===== src/rtl/video_timing_gen_pkg.sv =====
// rtl/video_timing_gen_pkg.sv - shared 800x600@60 timing defaults and video bus layout
package video_timing_gen_pkg;

   // Default 800x600@60 Hz timing (40 MHz pixel clock); generator and benches share these.
   localparam int unsigned DEF_H_ACTIVE = 800;
   localparam int unsigned DEF_H_FP     = 40;
   localparam int unsigned DEF_H_SYNC   = 128;
   localparam int unsigned DEF_H_BP     = 88;
   localparam int unsigned DEF_V_ACTIVE = 600;
   localparam int unsigned DEF_V_FP     = 1;
   localparam int unsigned DEF_V_SYNC   = 4;
   localparam int unsigned DEF_V_BP     = 23;

   localparam int CNT_W = 11;
   localparam int RGB_W = 12;

   // Video bus field positions, LSB first; PCLK rides on the top bit above the registered beat.
   localparam int BUS_RGB_LSB    = 0;
   localparam int BUS_VBLNK      = 12;
   localparam int BUS_HBLNK      = 13;
   localparam int BUS_VSYNC      = 14;
   localparam int BUS_HSYNC      = 15;
   localparam int BUS_VCOUNT_LSB = 16;
   localparam int BUS_HCOUNT_LSB = 27;
   localparam int BUS_PCLK       = 38;
   localparam int BUS_WIDTH      = 38;

   // Registered part of one bus beat; packed order matches the field positions above.
   typedef struct packed {
      logic [CNT_W-1:0] hcount;
      logic [CNT_W-1:0] vcount;
      logic             hsync;
      logic             vsync;
      logic             hblnk;
      logic             vblnk;
      logic [RGB_W-1:0] rgb;
   } beat_t;

   // Half-open window test used for the sync pulses.
   function automatic logic in_window(input logic [CNT_W-1:0] v,
                                      input logic [CNT_W-1:0] lo,
                                      input logic [CNT_W-1:0] hi);
      return (v >= lo) && (v < hi);
   endfunction

endpackage


===== src/rtl/video_timing_gen_test_pattern.sv =====
// rtl/video_timing_gen_test_pattern.sv - colour-bar test pattern, built only with VIDEO_TEST_PATTERN_EN
`ifdef VIDEO_TEST_PATTERN_EN
module video_test_pattern
   import video_timing_gen_pkg::*;
#(
   parameter int unsigned H_ACTIVE = DEF_H_ACTIVE,
   parameter int unsigned V_ACTIVE = DEF_V_ACTIVE
) (
   input  logic [CNT_W-1:0] hcount,
   input  logic [CNT_W-1:0] vcount,
   output logic [RGB_W-1:0] rgb
);

   localparam logic [CNT_W-1:0] HA = CNT_W'(H_ACTIVE);
   localparam logic [CNT_W-1:0] VA = CNT_W'(V_ACTIVE);

   // White border around the active area, 128-pixel bars inside, black in blanking.
   always_comb begin
      rgb = '0;
      if ((hcount < HA) && (vcount < VA)) begin
         if ((hcount == '0) || (hcount == HA - 1'b1) || (vcount == '0) || (vcount == VA - 1'b1)) begin
            rgb = 12'hFFF;
         end else begin
            case (hcount[9:7])
               3'd0:    rgb = 12'hFFF;
               3'd1:    rgb = 12'hFF0;
               3'd2:    rgb = 12'h0FF;
               3'd3:    rgb = 12'h0F0;
               3'd4:    rgb = 12'hF0F;
               3'd5:    rgb = 12'hF00;
               3'd6:    rgb = 12'h00F;
               default: rgb = 12'h000;
            endcase
         end
      end
   end

endmodule
`endif


===== src/rtl/video_timing_gen.sv =====
// rtl/video_timing_gen.sv - 800x600 video timing source; VIDEO_TEST_PATTERN_EN adds the colour-bar pattern
module video_timing_gen
   import video_timing_gen_pkg::*;
#(
   parameter int unsigned H_ACTIVE = DEF_H_ACTIVE,
   parameter int unsigned H_FP     = DEF_H_FP,
   parameter int unsigned H_SYNC   = DEF_H_SYNC,
   parameter int unsigned H_BP     = DEF_H_BP,
   parameter int unsigned V_ACTIVE = DEF_V_ACTIVE,
   parameter int unsigned V_FP     = DEF_V_FP,
   parameter int unsigned V_SYNC   = DEF_V_SYNC,
   parameter int unsigned V_BP     = DEF_V_BP
) (
   input  logic               pclk,
   input  logic               rst,
   output logic [BUS_WIDTH:0] video_bus_out,
   output logic               frame_start
);

   localparam logic [CNT_W-1:0] HA      = CNT_W'(H_ACTIVE);
   localparam logic [CNT_W-1:0] HS_LO   = CNT_W'(H_ACTIVE + H_FP);
   localparam logic [CNT_W-1:0] HS_HI   = CNT_W'(H_ACTIVE + H_FP + H_SYNC);
   localparam logic [CNT_W-1:0] H_LAST  = CNT_W'(H_ACTIVE + H_FP + H_SYNC + H_BP - 1);
   localparam logic [CNT_W-1:0] VA      = CNT_W'(V_ACTIVE);
   localparam logic [CNT_W-1:0] VS_LO   = CNT_W'(V_ACTIVE + V_FP);
   localparam logic [CNT_W-1:0] VS_HI   = CNT_W'(V_ACTIVE + V_FP + V_SYNC);
   localparam logic [CNT_W-1:0] V_LAST  = CNT_W'(V_ACTIVE + V_FP + V_SYNC + V_BP - 1);

   beat_t            beat_q;
   logic [CNT_W-1:0] h_next;
   logic [CNT_W-1:0] v_next;
   logic [RGB_W-1:0] rgb_next;

   // Next-state counters; every registered field is decoded from these so count and flags never skew.
   always_comb begin
      h_next = beat_q.hcount + 1'b1;
      v_next = beat_q.vcount;
      if (beat_q.hcount == H_LAST) begin
         h_next = '0;
         v_next = (beat_q.vcount == V_LAST) ? '0 : beat_q.vcount + 1'b1;
      end
   end

`ifdef VIDEO_TEST_PATTERN_EN
   video_test_pattern #(
      .H_ACTIVE (H_ACTIVE),
      .V_ACTIVE (V_ACTIVE)
   ) u_test_pattern (
      .hcount (h_next),
      .vcount (v_next),
      .rgb    (rgb_next)
   );
`else
   assign rgb_next = '0;
`endif

   // Register one beat per pixel; reset clears everything so no sync pulse survives a mid-frame reset.
   always_ff @(posedge pclk) begin
      if (rst) begin
         beat_q      <= '0;
         frame_start <= 1'b0;
      end else begin
         beat_q.hcount <= h_next;
         beat_q.vcount <= v_next;
         beat_q.hblnk  <= (h_next >= HA);
         beat_q.hsync  <= in_window(h_next, HS_LO, HS_HI);
         beat_q.vblnk  <= (v_next >= VA);
         beat_q.vsync  <= in_window(v_next, VS_LO, VS_HI);
         beat_q.rgb    <= rgb_next;
         frame_start   <= (h_next == '0) && (v_next == '0);
      end
   end

   // PCLK is forwarded combinationally; the rest of the bus is the registered beat.
   assign video_bus_out = {pclk, beat_q};

endmodule

===== config.mk =====
export PLATFORM = sky130hd
export DESIGN_NAME = video_timing_gen
export DESIGN_NICKNAME = d
export VERILOG_FILES = /design/src/rtl/video_timing_gen_pkg.sv /design/src/rtl/video_timing_gen_test_pattern.sv /design/src/rtl/video_timing_gen.sv
export SDC_FILE = /design/constraint.sdc
export NUM_CORES = 1
export LEC_CHECK = 0
export CORE_MARGIN = 4
export CORE_UTILIZATION = 50
export DETAILED_ROUTE_END_ITERATION = 7
export GPL_TIMING_DRIVEN = 0
export HOLD_SLACK_MARGIN = 0.12
export PLACE_DENSITY = 0.8
export SYNTH_ARGS = -nofsm -noshare
export SYNTH_HDL_FRONTEND = slang
export SYNTH_SLANG_ARGS = --single-unit

===== constraint.sdc =====
create_clock -name pclk -period 2.5 [get_ports pclk]
set_input_delay 0.5 -clock pclk [delete_from_list [all_inputs] [get_ports pclk]]
set_output_delay 0.5 -clock pclk [all_outputs]
set_load 0.1 [all_outputs]

==> impl_metrics.py <==
metrics = {
    "status": {
        "status": "finished, final reports clean",
    },
    "timing": {
        "finalHoldViolCount": 0,
        "max_freq_mhz": 410,
        "worst_pin_slew_ns": 0.967,
        "slew_violations": 0,
        "finalClockSkew_ns": 0.00942,
        "period_needed_ns": 2.44,
        "period_share_pct": 97.6,
        "setup_violations": 0,
        "timing.slew.headroom_pct": 35.3,
        "rsz0062_at_grt": "yes",
    },
    "finish": {
        "final_area_mm2": 0.00236,
        "drive_above_1_share_pct": 24.7,
        "final_common_cell": "nor2_1",
        "final_cell_mix": "nor2_1, buf_4, dfxtp_2",
        "finalNonFillerCells": 321,
        "utilization_pct": 69.0,
        "area_delta_synth_final_pct": 29.7,
        "layout.nets": 280,
        "diodes": 0,
    },
    "clock_tree": {
        "clock_latency_ns": 0.46,
        "cts_tree": "built",
        "clk_pin_slew_ns": 0.14,
        "hold_buffers": 0,
    },
    "die": {
        "design.die.area_mm2": 0.00466,
        "ioPinCount": 42,
        "core_area_mm2": 0.00342,
        "fp.dieH_um": 68.3,
        "initial_core_util_pct": 53.2,
        "die_w_um": 68.3,
        "num_rows": 21,
    },
    "power_and_ir_drop": {
        "peakVddDrop_uv": 902,
        "pwr-share-clk_pct": 43.0,
        "sw_frac_of_total_pct": 40.7,
        "power_density_mw_per_mm2": 438,
        "seqPwrFrac_pct": 42.3,
        "p_int_w": 0.000612,
        "switchingPower_w": 0.000420,
        "leakagePower_nw": 0.992,
        "combPwrFrac_pct": 14.7,
    },
    "critical_path": {
        "critPathTopFamily": "buffers and inverters",
        "cp_cell_sequence": "clkdlybuf4s50_1",
        "worst_setup_path_start_kind": "register",
        "worstPathArrival_ns": 1.94,
        "slowest_delay_ns": 1.12,
        "crit_required_ns": 2.00,
        "crit_slowest_cell": "clkdlybuf4s50_1",
        "worstSetupEndpointType": "output pin",
        "path_buf_inv": 1,
        "crit_fanout": 2,
        "path_class": "register to output pin",
    },
    "place": {
        "place_area_mm2": 0.00226,
        "place_congestion": 0.913,
        "dpl.cell_count": 311,
        "portBuffers": 28,
        "hpwl_mm": 3.19,
    },
    "route": {
        "drt_iter0_markers": 118,
        "viasPerCell": 5.48,
        "wl_mm": 4.39,
        "firstDrtPassIters": 5,
        "final_antenna_net_count": 0,
        "wl_per_cell_um": 13.7,
        "vias": 1758,
        "route.detailed.drc": 0,
    },
    "synth": {
        "synth_cell_types": 51,
        "synth-simple-area-share_pct": 29.8,
        "synth_seq_cells": 27,
        "synth-adder-area-share_pct": 1.38,
        "synth_top_family_by_area": "simple AND/OR/NAND/NOR gates",
        "syn_area_mm2": 0.00182,
        "ys_seq_area_share_pct": 29.7,
        "ys_warn_count": 0,
        "syn_area_per_cell_um2": 8.04,
        "synthMuxAreaShare_pct": 0.551,
        "synth_compound_area_share_pct": 16.9,
        "synthXorXnorAreaFrac_pct": 10.1,
        "syn_inst": 226,
    },
    "global_routing": {
        "antenna_found_initial": 0,
        "grt_pass1_wl_mm": 7.13,
        "grt_max_degree": 15,
        "grt_overflow": 0,
        "grt_usage_pct": 20.5,
        "first_global_vias": 1555,
    },
    "flow_run": {
        "maxCapViolCount": 0,
    },
    "hold_path": {
        "hold_path_class": "input port to register",
    },
}
-- final cells by class --
class / instances / area [um2]
Buffer: 28 / 188
Tap cell: 46 / 57.6
Multi-Input combinational cell: 177 / 1170
Fill cell: 300 / 1060
Sequential cell: 27 / 582
Inverter: 5 / 18.8
Clock buffer: 8 / 56.3
Timing Repair Buffer: 30 / 284
-- what timing repair did --
item                                    in CTS  in global routing
resized for setup                           18                 12
endpoints found under the setup margin      15                  6
buffers inserted                             0                  3
hold endpoints to repair                     0                  0
pin swaps                                    1                  3
-- power groups by stage --
stage	logic, W	registers, W	clock network [W]
floorplan	0.000107	0.000476	0.000151
global placement	0.000150	0.000446	0.000179
detailed placement	0.000151	0.000446	0.000179
CTS	0.000151	0.000437	0.000448
global route	0.000157	0.000438	0.000475
finish	0.000151	0.000437	0.000444
-- Yosys cell counts (all sizes together) --
| cell | n | area, um2 |
|---|---|---|
| nor2 | 32 | 123 |
| dfxtp | 27 | 541 |
| buf | 22 | 164 |
| nand2 | 14 | 52.6 |
| o21ai | 13 | 65.1 |
| xnor2 | 11 | 96.3 |
| xor2 | 10 | 87.6 |
| nand3 | 9 | 45.0 |
| nor3 | 9 | 55.1 |
| a21oi | 8 | 40.0 |
| nand4 | 8 | 71.3 |
| clkbuf | 6 | 22.5 |
| inv | 5 | 18.8 |
| nor4 | 5 | 46.3 |
| or3 | 5 | 31.3 |
| a211oi | 3 | 27.5 |
| a22oi | 3 | 22.5 |
| and4 | 3 | 28.8 |
| nor2b | 3 | 18.8 |
| a2111oi | 2 | 23.8 |
| a22o | 2 | 17.5 |
| a311oi | 2 | 17.5 |
| and3 | 2 | 12.5 |
| ha | 2 | 25.0 |
| nor3b | 2 | 15.0 |
| o22ai | 2 | 12.5 |
| o2bb2ai | 2 | 17.5 |
| a21boi | 1 | 7.51 |
| a21o | 1 | 7.51 |
| a31oi | 1 | 6.26 |
| a41oi | 1 | 8.76 |
| and4b | 1 | 10.0 |
| conb | 1 | 3.75 |
| mux2i | 1 | 10.0 |
| nand3b | 1 | 7.51 |
| nand4bb | 1 | 11.3 |
| o211ai | 1 | 7.51 |
| o21a | 1 | 7.51 |
| o31a | 1 | 8.76 |
| o32a | 1 | 10.0 |
| or4b | 1 | 13.8 |
-- stage by stage --
stage                     power [W]  hold slack (ns)  setup WS, ns  TNS [ns]
after global placement     0.000776            0.457        -0.303    -0.384
after global routing        0.00107            0.463       -0.0627   -0.0833
after floorplan            0.000734            0.676        0.0156         0
after CTS                   0.00104            0.452       0.00133         0
final                       0.00103            0.459        0.0610         0
after detailed placement   0.000777            0.459        -0.303    -0.412
-- kinds of logic after synthesis --
group                      Yosys count
DFF                                 27
muxes                                1
adders and majority gates            2
buffers and inverters               33
other                                1
xor gates and xnor gates            21
AOI/OAI and AO/OA                   45
and+or+nand+nor                     96
-- sequential cells by signal (all words and copies together) (netlist names) --
| signal | flops |
|---|---|
| video_bus_out | 26 |
| frame_start | 1 |
-- worst paths after layout --
check / startpoint / to / slack (ns) / depth (start not counted)
min reg2reg: video_bus_out[27] / video_bus_out[27] / 0.48 / 1
max: video_bus_out[30] / video_bus_out[30] / 0.06 / 1
max reg2reg: video_bus_out[27] / frame_start / 0.08 / 8
min: rst / video_bus_out[28] / 0.46 / 2
-- layer usage --
metal  track usage (%)  up-vias  routed length (um)
met3              3.45        8                 304
met1              28.6      791                2060
met2              29.6       80                1940
li1                  -      879                   -
met4              11.2        0                  81
met5                 0        -                   0
Power figures use the tool's default switching activity.
